**src/rtl/buffer_ctrl_pkg.sv**
```systemverilog
// Shared types and constants for the row buffer controller.
// Latency: n/a (declarations only).
// Backpressure: n/a.
package buffer_ctrl_pkg;

    localparam int ROW_W = 16;
    localparam int COL_W = 8;

    typedef enum logic [1:0] {
        ST_IDLE  = 2'd0,
        ST_LOAD  = 2'd1,
        ST_READ  = 2'd2,
        ST_DRAIN = 2'd3
    } state_t;

    localparam logic OP_LOAD = 1'b0;
    localparam logic OP_READ = 1'b1;

    // True when the requested row window runs past the end of the buffer.
    // Widened by one bit so base+rows can never wrap around.
    function automatic logic range_bad(input logic [ROW_W-1:0] base,
                                       input logic [ROW_W-1:0] rows,
                                       input logic [ROW_W:0]   limit);
        return ({1'b0, base} + {1'b0, rows}) > limit;
    endfunction

endpackage

```
**src/rtl/buffer_ctrl.sv**
```systemverilog
// Row buffer controller: streams LOAD words into the buffer and issues READ row fetches.
// Latency: writes driven in the accept cycle; row_valid one cycle after each read issue.
// Backpressure: in_ready only in LOAD; cmd_ready only in IDLE; reads never stall.
module buffer_ctrl
    import buffer_ctrl_pkg::*;
#(
    parameter int A = 60000,
    parameter int N = 256
) (
    input  logic             clk,
    input  logic             rst,
    input  logic             cmd_valid,
    output logic             cmd_ready,
    input  logic             cmd_op,
    input  logic [ROW_W-1:0] cmd_base,
    input  logic [ROW_W-1:0] cmd_rows,
    input  logic             in_valid,
    output logic             in_ready,
    input  logic [31:0]      in_data,
    output logic             mem_enable,
    output logic             wr_rd,
    output logic [ROW_W-1:0] sel_a,
    output logic [COL_W-1:0] sel_n,
    output logic [31:0]      data_in,
    output logic             row_valid,
    output logic [ROW_W-1:0] row_idx,
    output logic             done,
    output logic             cmd_err,
    output logic             busy
);

    localparam logic [ROW_W:0]   A_LIM    = (ROW_W+1)'(A);
    localparam logic [COL_W-1:0] COL_LAST = COL_W'(N - 1);

    state_t             state;
    logic [ROW_W-1:0]   row;
    logic [COL_W-1:0]   col;
    logic [ROW_W-1:0]   remaining;

    logic cmd_fire;
    logic in_fire;
    logic last_row;

    assign cmd_ready = (state == ST_IDLE);
    assign busy      = (state != ST_IDLE);
    assign in_ready  = (state == ST_LOAD);
    assign cmd_fire  = cmd_valid && cmd_ready;
    assign in_fire   = in_valid && in_ready;
    assign last_row  = (remaining == ROW_W'(1));

    // Buffer port is driven straight from the counters so a write lands in its accept cycle.
    always_comb begin
        mem_enable = 1'b0;
        wr_rd      = 1'b0;
        sel_a      = '0;
        sel_n      = '0;
        data_in    = '0;
        if (state == ST_LOAD && in_valid) begin
            mem_enable = 1'b1;
            wr_rd      = 1'b1;
            sel_a      = row;
            sel_n      = col;
            data_in    = in_data;
        end else if (state == ST_READ) begin
            mem_enable = 1'b1;
            sel_a      = row;
        end
    end

    // Control FSM: counters, state and the registered status pulses.
    always_ff @(posedge clk) begin
        if (rst) begin
            state     <= ST_IDLE;
            row       <= '0;
            col       <= '0;
            remaining <= '0;
            done      <= 1'b0;
            cmd_err   <= 1'b0;
            row_valid <= 1'b0;
            row_idx   <= '0;
        end else begin
            done      <= 1'b0;
            cmd_err   <= 1'b0;
            row_valid <= 1'b0;
            case (state)
                ST_IDLE: begin
                    if (cmd_fire) begin
                        if (range_bad(cmd_base, cmd_rows, A_LIM)) begin
                            cmd_err <= 1'b1;
                        end else if (cmd_rows == '0) begin
                            done <= 1'b1;
                        end else begin
                            row       <= cmd_base;
                            col       <= '0;
                            remaining <= cmd_rows;
                            state     <= (cmd_op == OP_READ) ? ST_READ : ST_LOAD;
                        end
                    end
                end
                ST_LOAD: begin
                    if (in_fire) begin
                        if (col == COL_LAST) begin
                            col       <= '0;
                            row       <= row + ROW_W'(1);
                            remaining <= remaining - ROW_W'(1);
                            if (last_row) begin
                                state <= ST_IDLE;
                                done  <= 1'b1;
                            end
                        end else begin
                            col <= col + COL_W'(1);
                        end
                    end
                end
                ST_READ: begin
                    // Buffer returns the row one cycle later; tag it to line up with the data.
                    row_valid <= 1'b1;
                    row_idx   <= row;
                    row       <= row + ROW_W'(1);
                    remaining <= remaining - ROW_W'(1);
                    if (last_row) begin
                        state <= ST_DRAIN;
                        done  <= 1'b1;
                    end
                end
                ST_DRAIN: begin
                    state <= ST_IDLE;
                end
                default: begin
                    state <= ST_IDLE;
                end
            endcase
        end
    end

endmodule

```
**config.mk**
```make
export PLATFORM = sky130hd
export DESIGN_NAME = buffer_ctrl
export DESIGN_NICKNAME = d
export VERILOG_FILES = /design/src/rtl/buffer_ctrl_pkg.sv /design/src/rtl/buffer_ctrl.sv
export SDC_FILE = /design/constraint.sdc
export NUM_CORES = 1
export LEC_CHECK = 0
export ABC_CLOCK_PERIOD_IN_PS = 3940
export CORE_ASPECT_RATIO = 2
export CORE_UTILIZATION = 43
export DETAILED_ROUTE_END_ITERATION = 10
export PLACE_DENSITY = 0.74
export SLEW_MARGIN = 20
export SYNTH_ARGS = -nofsm -noshare
export SYNTH_HDL_FRONTEND = slang
export SYNTH_SLANG_ARGS = --single-unit
```
**constraint.sdc**
```tcl
create_clock -name clk -period 3.94 [get_ports clk]
set_clock_uncertainty 0.15 [all_clocks]
set_input_delay 0.788 -clock clk [delete_from_list [all_inputs] [get_ports clk]]
set_output_delay 0.788 -clock clk [all_outputs]
set_load 0.05 [all_outputs]
```
After elaboration in Yosys (flattened, before gate mapping)
Index checks and enable logic that the tools add are counted.
{ "classes": {"bitwise_logic": 2, "mux": 42, "n_addsub": 4, "reduce_logical": 11, "n_eq_ne": 12, "n_lt_le_gt_ge": 1} }
{ "op_table": {"columns": ["operator", "n"], "rows": [
  ["16-bit 2-to-1 mux", 12],
  ["16-bit case mux with 3 select lines", 2],
  ["8-bit 2-to-1 mux", 6],
  ["32-bit 2-to-1 mux", 1],
  ["16-bit by 16-bit adder with 17-bit output", 1],
  ["17-bit by 16-bit > comparator with 1-bit output, second input constant", 1],
  ["16-bit by 1-bit adder with 16-bit output, second input constant", 1],
  ["16-bit by 1-bit equality test with 1-bit output, second input constant", 1],
  ["16-bit logical NOT", 1],
  ["2-bit 2-to-1 mux", 8],
  ["8-bit case mux with 2 select lines", 1],
  ["16-bit by 1-bit subtractor with 16-bit output, second input constant", 1],
  ["1-bit 2-to-1 mux", 10],
  ["8-bit by 1-bit adder with 8-bit output, second input constant", 1],
  ["8-bit equality test, second input constant", 1],
  ["2-bit by 1-bit != test with 1-bit output, second input constant", 4],
  ["2-bit case mux with 4 select lines", 1],
  ["7-bit AND reduction", 1],
  ["2-bit != test, second input constant", 3],
  ["6-bit AND reduction", 1],
  ["5-bit AND reduction", 1],
  ["2-bit equality test, second input constant", 2],
  ["2-bit nonzero test", 2],
  ["1-bit case mux with 3 select lines", 1],
  ["other kinds (6)", 8]
]} }
{ "word_totals": {"wordCells": 80, "regBits": 61} }

Depth between registers and ports, before layout
Gate-level depths: netlist of run 1.
{ "depth": {"ltp_word": 5, "depth_mapped": 13, "ltp_nobuf": 11} }

Least setup slack after synthesis of run 1
OpenSTA, ideal clock, no wires.
{ "synth_path": {"path_type": "input port to flip-flop", "from": "input port cmd_base[0]", "to": "register col[2]", "setup_slack_ps": 80, "required_ps": 3651, "cell_stages": 13, "t_arrival_ps": 3571, "cell_sequence": "ha_1 -> fa_1 -> a21o_1 -> a221oi_2 -> o31ai_4 -> a41o_1 -> o2111a_1 -> nor3_2 -> nor4_1 -> buf_2 -> buf_6 -> a2111oi_0 -> o32ai_1"} }
{ "synth_via": {"elab_chain_len": 4} }
{ "synth_rtl": {"columns": ["item", "line_no", "text"], "rows": [
  ["from (decl)", "buffer_ctrl.sv:15", "input logic [ROW_W-1:0] cmd_base,"],
  ["16-bit by 16-bit adder with 17-bit output", "buffer_ctrl_pkg.sv:24", "return ({1'b0, base} + {1'b0, rows}) > limit;"],
  ["17-bit by 16-bit > comparator with 1-bit output", "buffer_ctrl_pkg.sv:24", null],
  ["2-bit != test (no source line)", null, null],
  ["5-bit AND reduction (no source line)", null, null],
  ["to (signal assigned)", "buffer_ctrl.sv:111", "col <= col + COL_W'(1);"],
  ["to (decl)", "buffer_ctrl.sv:37", "logic [COL_W-1:0] col;"]
]} }
Every way passes these cells.
A chain may end at the register's enable or synchronous reset.

Worst setup path after layout of run 1
{ "layout_path": {"from": "input port cmd_base[9]", "to": "register remaining[15]"} }
{ "layout_via": {"elab_chain_len": 4} }
{ "layout_rtl": {"columns": ["item", "line_no", "text"], "rows": [
  ["16-bit by 16-bit adder with 17-bit output", "buffer_ctrl_pkg.sv:24", null],
  ["17-bit by 16-bit > comparator with 1-bit output", "buffer_ctrl_pkg.sv:24", null],
  ["2-bit != test (no source line)", null, null],
  ["6-bit AND reduction (no source line)", null, null],
  ["to (signal assigned)", "buffer_ctrl.sv:95", "remaining <= cmd_rows;"],
  ["to (signal assigned)", "buffer_ctrl.sv:105", "remaining <= remaining - ROW_W'(1);"],
  ["to (signal assigned)", "buffer_ctrl.sv:120", "remaining <= remaining - ROW_W'(1);"],
  ["to (decl)", "buffer_ctrl.sv:38", "logic [ROW_W-1:0] remaining;"]
]} }
Every way passes these cells.

==> results of run 1 <==
worst max-delay path, cell delays in order:
cell             delay [ps]
clkdlybuf4s50_1         490
ha_1                    400
a21o_1                  200
o21a_1                  190
a211oi_1                210
buf_4                   170
xor2_1                   60
o21a_1                  210
or4_1                   540
buf_6                   160
buf_4                   130
o2111a_1                140
o221a_1                 230
kinds of logic after synthesis:
logic type	after synthesis	share of synthesized area
AOI/OAI and AO/OA	178	0.282
xor gates and xnor gates	11	0.0205
adders and majority gates	26	0.0708
buffers and inverters	65	0.0607
DFF	61	0.260
muxes	19	0.0407
and+or+nand+nor	239	0.265
power breakdown:
part	leakage, nW	switching [mW]	internal, mW
clock network	0.147	0.299	0.549
registers	0.498	0.209	0.782
logic	2.56	1.43	0.970
total	3.21	1.94	2.30
cell usage after synthesis, drive strengths merged, types with 6 or more instances:
library cell,n,share of area
o311ai,14,0.026
dfxtp,61,0.26
mux2i,18,0.038
ha,25,0.067
a21o,9,0.014
clkbuf,36,0.029
nand2,48,0.038
xor2,7,0.013
buf,11,0.018
inv,17,0.014
o32ai,13,0.024
o31ai,11,0.020
nor3,24,0.027
a2111oi,13,0.024
and3,50,0.069
nor2b,18,0.024
o221a,9,0.022
a31oi,12,0.016
o21ai,21,0.022
or3,6,0.0080
nand3,13,0.016
nor4,14,0.019
nor2,50,0.040
nand4,6,0.0080
a21oi,38,0.041
area by class of cell:
type / count / area (um^2)
clock inverter: 6 / 88.8
timing repair buffer: 224 / 2510
clock buffer: 9 / 225
multi-input combinational: 473 / 3390
fill: 740 / 2870
inverter: 18 / 67.6
tap: 137 / 171
sequential: 61 / 1220
sequential cells by signal, indices dropped and copies added (netlist names):
register   cells
cmd_err        1
col            8
done           1
remaining     16
row           16
row_idx       16
row_valid      1
state          2
per-stage QoR:
stage               setup WS [ps]  power [mW]  utilization
floorplan                    79.9        2.37            -
global placement             -548        3.07        0.669
detailed placement           -654        3.14        0.669
CTS                          4.48        4.05        0.709
global route                -78.6        4.43        0.728
finish                       89.8        4.24        0.728
worst max-delay path by stage:
stage	cells past startpoint	endpoint	slack, ps	from
finish	13	remaining[15]$_SDFFE_PP0P_	90	cmd_base[9]
global route	13	col[2]$_SDFFE_PP0P_	-80	cmd_rows[7]
CTS	14	col[0]$_SDFFE_PP0P_	4	cmd_rows[0]
detailed placement	13	row[5]$_SDFFE_PP0P_	-650	cmd_base[0]
global placement	14	remaining[7]$_SDFFE_PP0P_	-550	cmd_base[0]
floorplan	13	col[2]$_SDFFE_PP0P_	80	cmd_base[0]
timing repair:
item | in CTS | in global routing
setup buffers | 4 | 3
setup endpoints to repair | 44 | 42
gates resized for setup | 17 | 48
hold endpoints to repair | 0 | 0
gates cloned | 1 | 2
pin swaps | 6 | 11
per-layer routing:
layer / track usage / up-vias / routed length [um]
met1: 0.307 / 2730 / 6250
met5: 0 / - / 0
met2: 0.600 / 405 / 9750
met4: 0.190 / 0 / 957
met3: 0.0604 / 86 / 1430
li1: - / 2676 / -
==> out/qor.yml, run 1 <==
status: "finished, final reports clean"
ctsRootBufferMaster: "clkbuf_16"
synth_cell_types: 62
critPathRequiredTime_ps: 4010
finalNetCount: 882
drtIter0Drc: 453
synth_seq_cells: 61
wl_um: 18400
stdcell_area_mm2: 0.00768
grt_antenna_before_repair: 0
endpoint_kind: "flip-flop"
fin_hold_ws_ps: 349
drive_gt1_frac: 0.240
syn_nets: 694
syn_inst: 599
ctsHoldBuffers: 0
insertion_delay_ps: 340
layout_common_cells: "buf_4 (86), clkdlybuf4s50_1 (77), dfxtp_1 (61)"
core-area_mm2: 0.0105
tightestPinTransition_ps: 1030
synth_top_flop_cell: "dfxtp_1"
r2r-start: "col[1]$_SDFFE_PP0P_"
htree_levels: 3
dpl_cell_area_mm2: 0.00705
fin_crit_ps: 3850
layout_commonest_cell: "buf_4"
worstReg2RegEnd: "row[15]$_SDFFE_PP0P_"
portBuffers: 148
num_rows: 53
n_antenna_cell: 0
ys_seq_area_frac: 0.260
grt_max_degree: 52
vias_per_cell: 6.35
r2r_setup_slack_ps: 1080
fmax_mhz: 260
power.density_mw_per_mm2: 552
ir_drop_mv: 0.488
hold_viol_final: 0
ys_warn_count: 0
grt_pass1_vias: 5731
tns_ps: 0
hold_depth: 2
critical_path_arrival_ps: 3920
cts.sink_count: 61
numCtsBuffers: 9
io_pins: 149
syn_avg_cell_area_um2: 7.85
hp-start: "row_idx[1]$_SDFFE_PP0P_"
worstPathMaxFanout: 6
area_growth_syn_to_layout_pct: 63.2
fin_crit_sh: 0.977
vias: 5897
dp_cells: 903
wire_per_inst_um: 19.8
hold_class: "flip-flop to flip-flop"
grtUsageTotal: 0.314
leakage_nw: 3.21
setup_viol: 0
die_y_um: 150
initial_utilization: 0.446
synth-edff-count: 0
drc: 0
path_clk_slew_ps: 60
dp_hpwl_um: 13200
place_congestion: 0.896
rr_worst_depth: 8
cts_tree: "built"
relSlewSlack: 0.312
ant_nets: 0
ys_async_sr_fraction: 0
grt_pass1_wl_um: 28500
criticalPathCategory: "primary input to flip-flop"
crit_path_start_kind: "primary input"
final_max_slew_viol_count: 0
cts.path.max_buffers: 2
die_area_mm2: 0.0114
whs_endpoint: "row_idx[1]$_SDFFE_PP0P_"
syn_area_mm2: 0.00470
cap_violations: 0
drtPass1Iterations: 5
overflow: 0
post_layout_nonfiller_instances: 928
die_w_um: 76.0
Note: power is estimated with default switching activity, not from simulation.
==> inputs of run 2 (changes only) <==
--- a/config.mk
+++ b/config.mk
@@ -6,9 +6,9 @@
 export NUM_CORES = 1
 export LEC_CHECK = 0
 export ABC_CLOCK_PERIOD_IN_PS = 3940
-export CORE_ASPECT_RATIO = 2
 export CORE_UTILIZATION = 43
 export DETAILED_ROUTE_END_ITERATION = 10
+export MAX_ROUTING_LAYER = met4
 export PLACE_DENSITY = 0.74
 export SLEW_MARGIN = 20
 export SYNTH_ARGS = -nofsm -noshare
==> run 2 against run 1 <==
  * Via count is 1.5% lower
  * Combinational power is 2% lower
  * Largest cell class unchanged
  * Largest power group unchanged
  * Critical endpoint is now row[0]$_SDFFE_PP0P_
  * Sequential share of layout area is 0.055 points higher
  * Fmax is 1.3% lower
  * Worst setup slack worse by 52 ps
  * Critical path type unchanged
  * Count of clock-buffer cells in the layout is 4 higher
  * Clock power is 29% lower
==> out/qor.yml, run 2 (synthesized netlist as in run 1, its figures left out) <==
tns_ps: 0
path_clk_slew_ps: 70
n_fill_cell: 782
criticalPathCategory: "primary input to flip-flop"
fin_crit_sh: 0.990
multi_input_area_mm2: 0.00342
stdcell_area_mm2: 0.00765
die_w_um: 107
grt_max_degree: 52
wire_per_inst_um: 19.2
hold_viol_final: 0
status: "finished, final reports clean"
grt_pass1_vias: 5377
reg_top3: "remaining (16), row (16), row_idx (16)"
io_pins: 149
ir_drop_mv: 0.294
drc: 0
portBuffers: 148
tightestPinTransition_ps: 910
insertion_delay_ps: 350
drtPass1Iterations: 6
critPathRequiredTime_ps: 4010
hold_class: "flip-flop to flip-flop"
place_congestion: 0.920
final_max_slew_viol_count: 0
grtUsageTotal: 0.311
ctsRootBufferMaster: "clkbuf_8"
die_y_um: 107
endpoint_kind: "flip-flop"
power.density_mw_per_mm2: 512
finalNetCount: 892
layout_common_cells: "buf_4 (94), clkdlybuf4s50_1 (79), dfxtp_1 (61)"
vias: 5807
register_area_mm2: 0.00122
utilization: 0.731
core-area_mm2: 0.0105
die_area_mm2: 0.0114
grt_use_met2: 0.517
grt_pass1_wl_um: 27400
fin_crit_ps: 3900
wl_um: 18000
cts_tree: "built"
grt_antenna_before_repair: 0
htree_levels: 3
relSlewSlack: 0.393
area_growth_syn_to_layout_pct: 62.7
met3_usage: 0.0565
fmax_mhz: 256
worstPathMaxFanout: 8
setup_viol: 0
cts.path.max_buffers: 2
critical_path_arrival_ps: 3970
crit_path_start_kind: "primary input"
num_rows: 37
initial_utilization: 0.450
ant_nets: 0
numCtsBuffers: 9
grt.busiest_layer: "met2"
layout_commonest_cell: "buf_4"
cap_violations: 0
cts.sink_count: 61
dp_hpwl_um: 13100
leakage_nw: 3.21
drtIter0Drc: 701
dpl_cell_area_mm2: 0.00711
met1_usage: 0.372
ctsHoldBuffers: 0
vias_per_cell: 6.19
drive_gt1_frac: 0.248
overflow: 0
n_antenna_cell: 0
run 2: changes by cell type in the layout (fill, tap and decap cells not counted), moves of 4 or more:
| cell | delta |
|---|---|
| clkbuf_8 | +12 |
| a2111oi_1 | -4 |
| a2111oi_2 | +6 |
| buf_4 | +8 |
| clkbuf_16 | -10 |
run 2: power by group:
group	internal (mW)	leakage [nW]	switching [mW]
clock	0.343	0.106	0.257
combinational	0.942	2.61	1.39
sequential	0.781	0.498	0.201
total	2.07	3.21	1.85
run 2: per-stage QoR:
step | power, mW | worst slack [ps] | cells | hold slack (ps)
6_report | 3.92 | 37.8 | 938 | 331
5_1_grt | 4.12 | -27.9 | 938 | 343
4_1_cts | 3.75 | 3.05 | 931 | 337
3_5_place_dp | 3.11 | -720 | 911 | 329
3_3_place_gp | 3.05 | -508 | 911 | 303
2_1_floorplan | 2.37 | 79.9 | 599 | 292
run 2: final cells by class:
class,instances,share of cell area
sequential,61,0.160
clock buffer,13,0.0221
tap,136,0.0222
timing repair buffer,234,0.335
clock inverter,3,0.00556
inverter,18,0.00883
multi-input combinational,473,0.447
run 2: worst max-delay path, stage by stage:
cell and delay (ps):
clkdlybuf4s50_1 590, ha_4 250, and3_4 160, a221oi_4 330, o31ai_4 130, a41o_1 240, o2111a_1 250, nor3_2 230
buf_4 170, nor4_4 50, buf_4 140, buf_6 130, o311ai_0 370, o41ai_1 130
run 2: path summary, 6_finish.rpt:
check	start	end	slack [ps]	depth (start not counted)
setup / recovery	cmd_rows[5]	row[0]$_SDFFE_PP0P_	40	14
setup reg to reg	col[0]$_SDFFE_PP0P_	row[0]$_SDFFE_PP0P_	990	9
hold reg to reg	remaining[5]$_SDFFE_PP0P_	remaining[5]$_SDFFE_PP0P_	330	2
hold / removal	remaining[5]$_SDFFE_PP0P_	remaining[5]$_SDFFE_PP0P_	330	2
run 2: what timing repair did:
action,CTS,global route
gates cloned,2,1
buffers inserted,2,6
setup endpoints to repair,44,44
pin swaps,4,12
hold endpoints to repair,0,0
gates resized for setup,20,51
run 2: layer usage:
metal / up-vias / share of wire
met2: 339 / 0.48
met1: 2725 / 0.40
met3: 50 / 0.088
met5: - / 0
li1: 2693 / -
met4: 0 / 0.036
==> inputs of run 3 (changes only) <==
--- a/config.mk
+++ b/config.mk
@@ -6,10 +6,12 @@
 export NUM_CORES = 1
 export LEC_CHECK = 0
 export ABC_CLOCK_PERIOD_IN_PS = 3940
+export CORE_ASPECT_RATIO = 0.9
 export CORE_UTILIZATION = 43
 export DETAILED_ROUTE_END_ITERATION = 10
 export MAX_ROUTING_LAYER = met4
 export PLACE_DENSITY = 0.74
+export RECOVER_POWER = 25
 export SLEW_MARGIN = 20
 export SYNTH_ARGS = -nofsm -noshare
 export SYNTH_HDL_FRONTEND = slang
==> run 3 against run 2 <==
  * Flip-flop and latch count did not move
  * Sequential share of layout area rose by 0.64 points
  * Wire length shrank 3.5%
  * Clock power increased by 23%
  * Global-route usage increased by 0.16 points
  * The run now ends with DRC left
  * Count of clock-buffer cells in the layout fell by 4
  * Largest cell class unchanged
  * Core utilization is 2.5 points lower
==> out/qor.yml, run 3 (synthesized netlist as in run 1, its figures left out) <==
endpoint_kind: "flip-flop"
io_pins: 149
drtIter0Drc: 581
ir_drop_mv: 0.302
htree_levels: 3
cap_violations: 0
failed_checks: "DRC"
tns_ps: 0
swShare: 0.473
stdcell_area_mm2: 0.00736
n_fill_cell: 827
fin_hold_ws_ps: 329
num_rows: 35
hold_class: "flip-flop to flip-flop"
die_area_mm2: 0.0114
vias: 5720
final_max_slew_viol_count: 0
insertion_delay_ps: 340
numCtsBuffers: 9
grt_pass1_vias: 5355
p_sw_mw: 1.87
critical_path_arrival_ps: 3920
power.density_mw_per_mm2: 537
grt_max_degree: 49
status: "finished, violations left"
crit_path_start_kind: "primary input"
cts.path.max_buffers: 2
power_frac_seq: 0.250
cts_tree: "built"
die_y_um: 101
clkPwrFrac: 0.187
hold_viol_final: 0
reg_top3: "remaining (16), row (16), row_idx (16)"
grt_pass1_wl_um: 27400
setup_viol: 0
fin_crit_ps: 3870
relSlewSlack: 0.372
pwr-share-comb: 0.563
area_growth_syn_to_layout_pct: 56.4
dpl_cell_area_mm2: 0.00692
initial_utilization: 0.451
dp_hpwl_um: 12600
ant_nets: 0
ctsRootBufferMaster: "clkbuf_16"
grtUsageTotal: 0.313
wl_um: 17300
core-area_mm2: 0.0104
drive_gt1_frac: 0.237
cts.sink_count: 61
layout_common_cells: "buf_4 (117), clkdlybuf4s50_1 (65), dfxtp_1 (61)"
path_clk_slew_ps: 60
drtPass1Iterations: 9
die_w_um: 112
tightestPinTransition_ps: 941
criticalPathCategory: "primary input to flip-flop"
ctsHoldBuffers: 0
internal_power_mw: 2.08
portBuffers: 148
overflow: 0
worstPathMaxFanout: 8
wire_per_inst_um: 18.7
place_congestion: 0.970
finalNetCount: 891
vias_per_cell: 6.15
fmax_mhz: 259
critPathRequiredTime_ps: 3990
layout_commonest_cell: "buf_4"
n_antenna_cell: 0
leakage_nw: 3.16
drc: 6
grt_antenna_before_repair: 0
fin_crit_sh: 0.981
-- run 3: worst paths after layout --
kind,startpoint,to,slack [ps],depth (start not counted)
hold reg to reg,remaining[5]$_SDFFE_PP0P_,remaining[5]$_SDFFE_PP0P_,330,2
setup / recovery,cmd_rows[5],col[7]$_SDFFE_PP0P_,70,13
hold / removal,remaining[5]$_SDFFE_PP0P_,remaining[5]$_SDFFE_PP0P_,330,2
setup reg to reg,col[0]$_SDFFE_PP0P_,remaining[14]$_SDFFE_PP0P_,1020,10
-- run 3: cell type report --
| cell class | instances | area (um^2) | area share |
|---|---|---|---|
| Multi-Input combinational cell | 473 | 3340 | 0.453 |
| Clock buffer | 9 | 225 | 0.0306 |
| Clock inverter | 7 | 51.3 | 0.00697 |
| Tap cell | 129 | 161 | 0.0219 |
| Inverter | 18 | 67.6 | 0.00918 |
| Sequential cell | 61 | 1220 | 0.166 |
| Timing Repair Buffer | 233 | 2290 | 0.312 |
-- run 3: power groups by stage --
stage	Clock [mW]	Sequential [mW]	Combinational, mW
after floorplan	0	0.999	1.37
after global placement	0	0.978	2.09
after detailed placement	0	0.987	2.14
after CTS	0.743	0.979	2.17
after global routing	0.772	1.01	2.37
final	0.738	0.988	2.23
-- run 3: metal layers --
metal | wire (um) | vias to the layer above | GRT usage
li1 | - | 2697 | -
met1 | 7430 | 2680 | 0.390
met2 | 8160 | 292 | 0.498
met3 | 1250 | 51 | 0.0557
met4 | 512 | 0 | 0.138
met5 | 0 | - | -
-- run 3: per-stage QoR --
| stage | setup WS (ps) | util | total power, mW | instances |
|---|---|---|---|---|
| after global placement | -614 | 0.664 | 3.07 | 910 |
| final | 73.6 | 0.706 | 3.95 | 930 |
| after global routing | -15.5 | 0.706 | 4.15 | 930 |
| after CTS | 18.9 | 0.696 | 3.89 | 928 |
| after floorplan | 79.9 | - | 2.37 | 599 |
| after detailed placement | -681 | 0.664 | 3.13 | 910 |
-- run 3: what timing repair did --
| action | 4_1_cts | 5_1_grt |
|---|---|---|
| pin swaps | 6 | 6 |
| gates resized for setup | 12 | 17 |
| setup buffers | 2 | 2 |
| endpoints found under the setup margin | 44 | 42 |
| endpoints found under the hold margin | 0 | 0 |
-- run 3: worst max-delay path: stages --
cell,delay (ps)
clkdlybuf4s50_1,530
ha_4,350
and3_4,190
a221oi_4,70
o31ai_4,340
xor2_1,230
a21oi_1,80
o21a_1,200
or4_1,550
buf_6,170
buf_4,140
nand4_1,160
o31ai_1,110
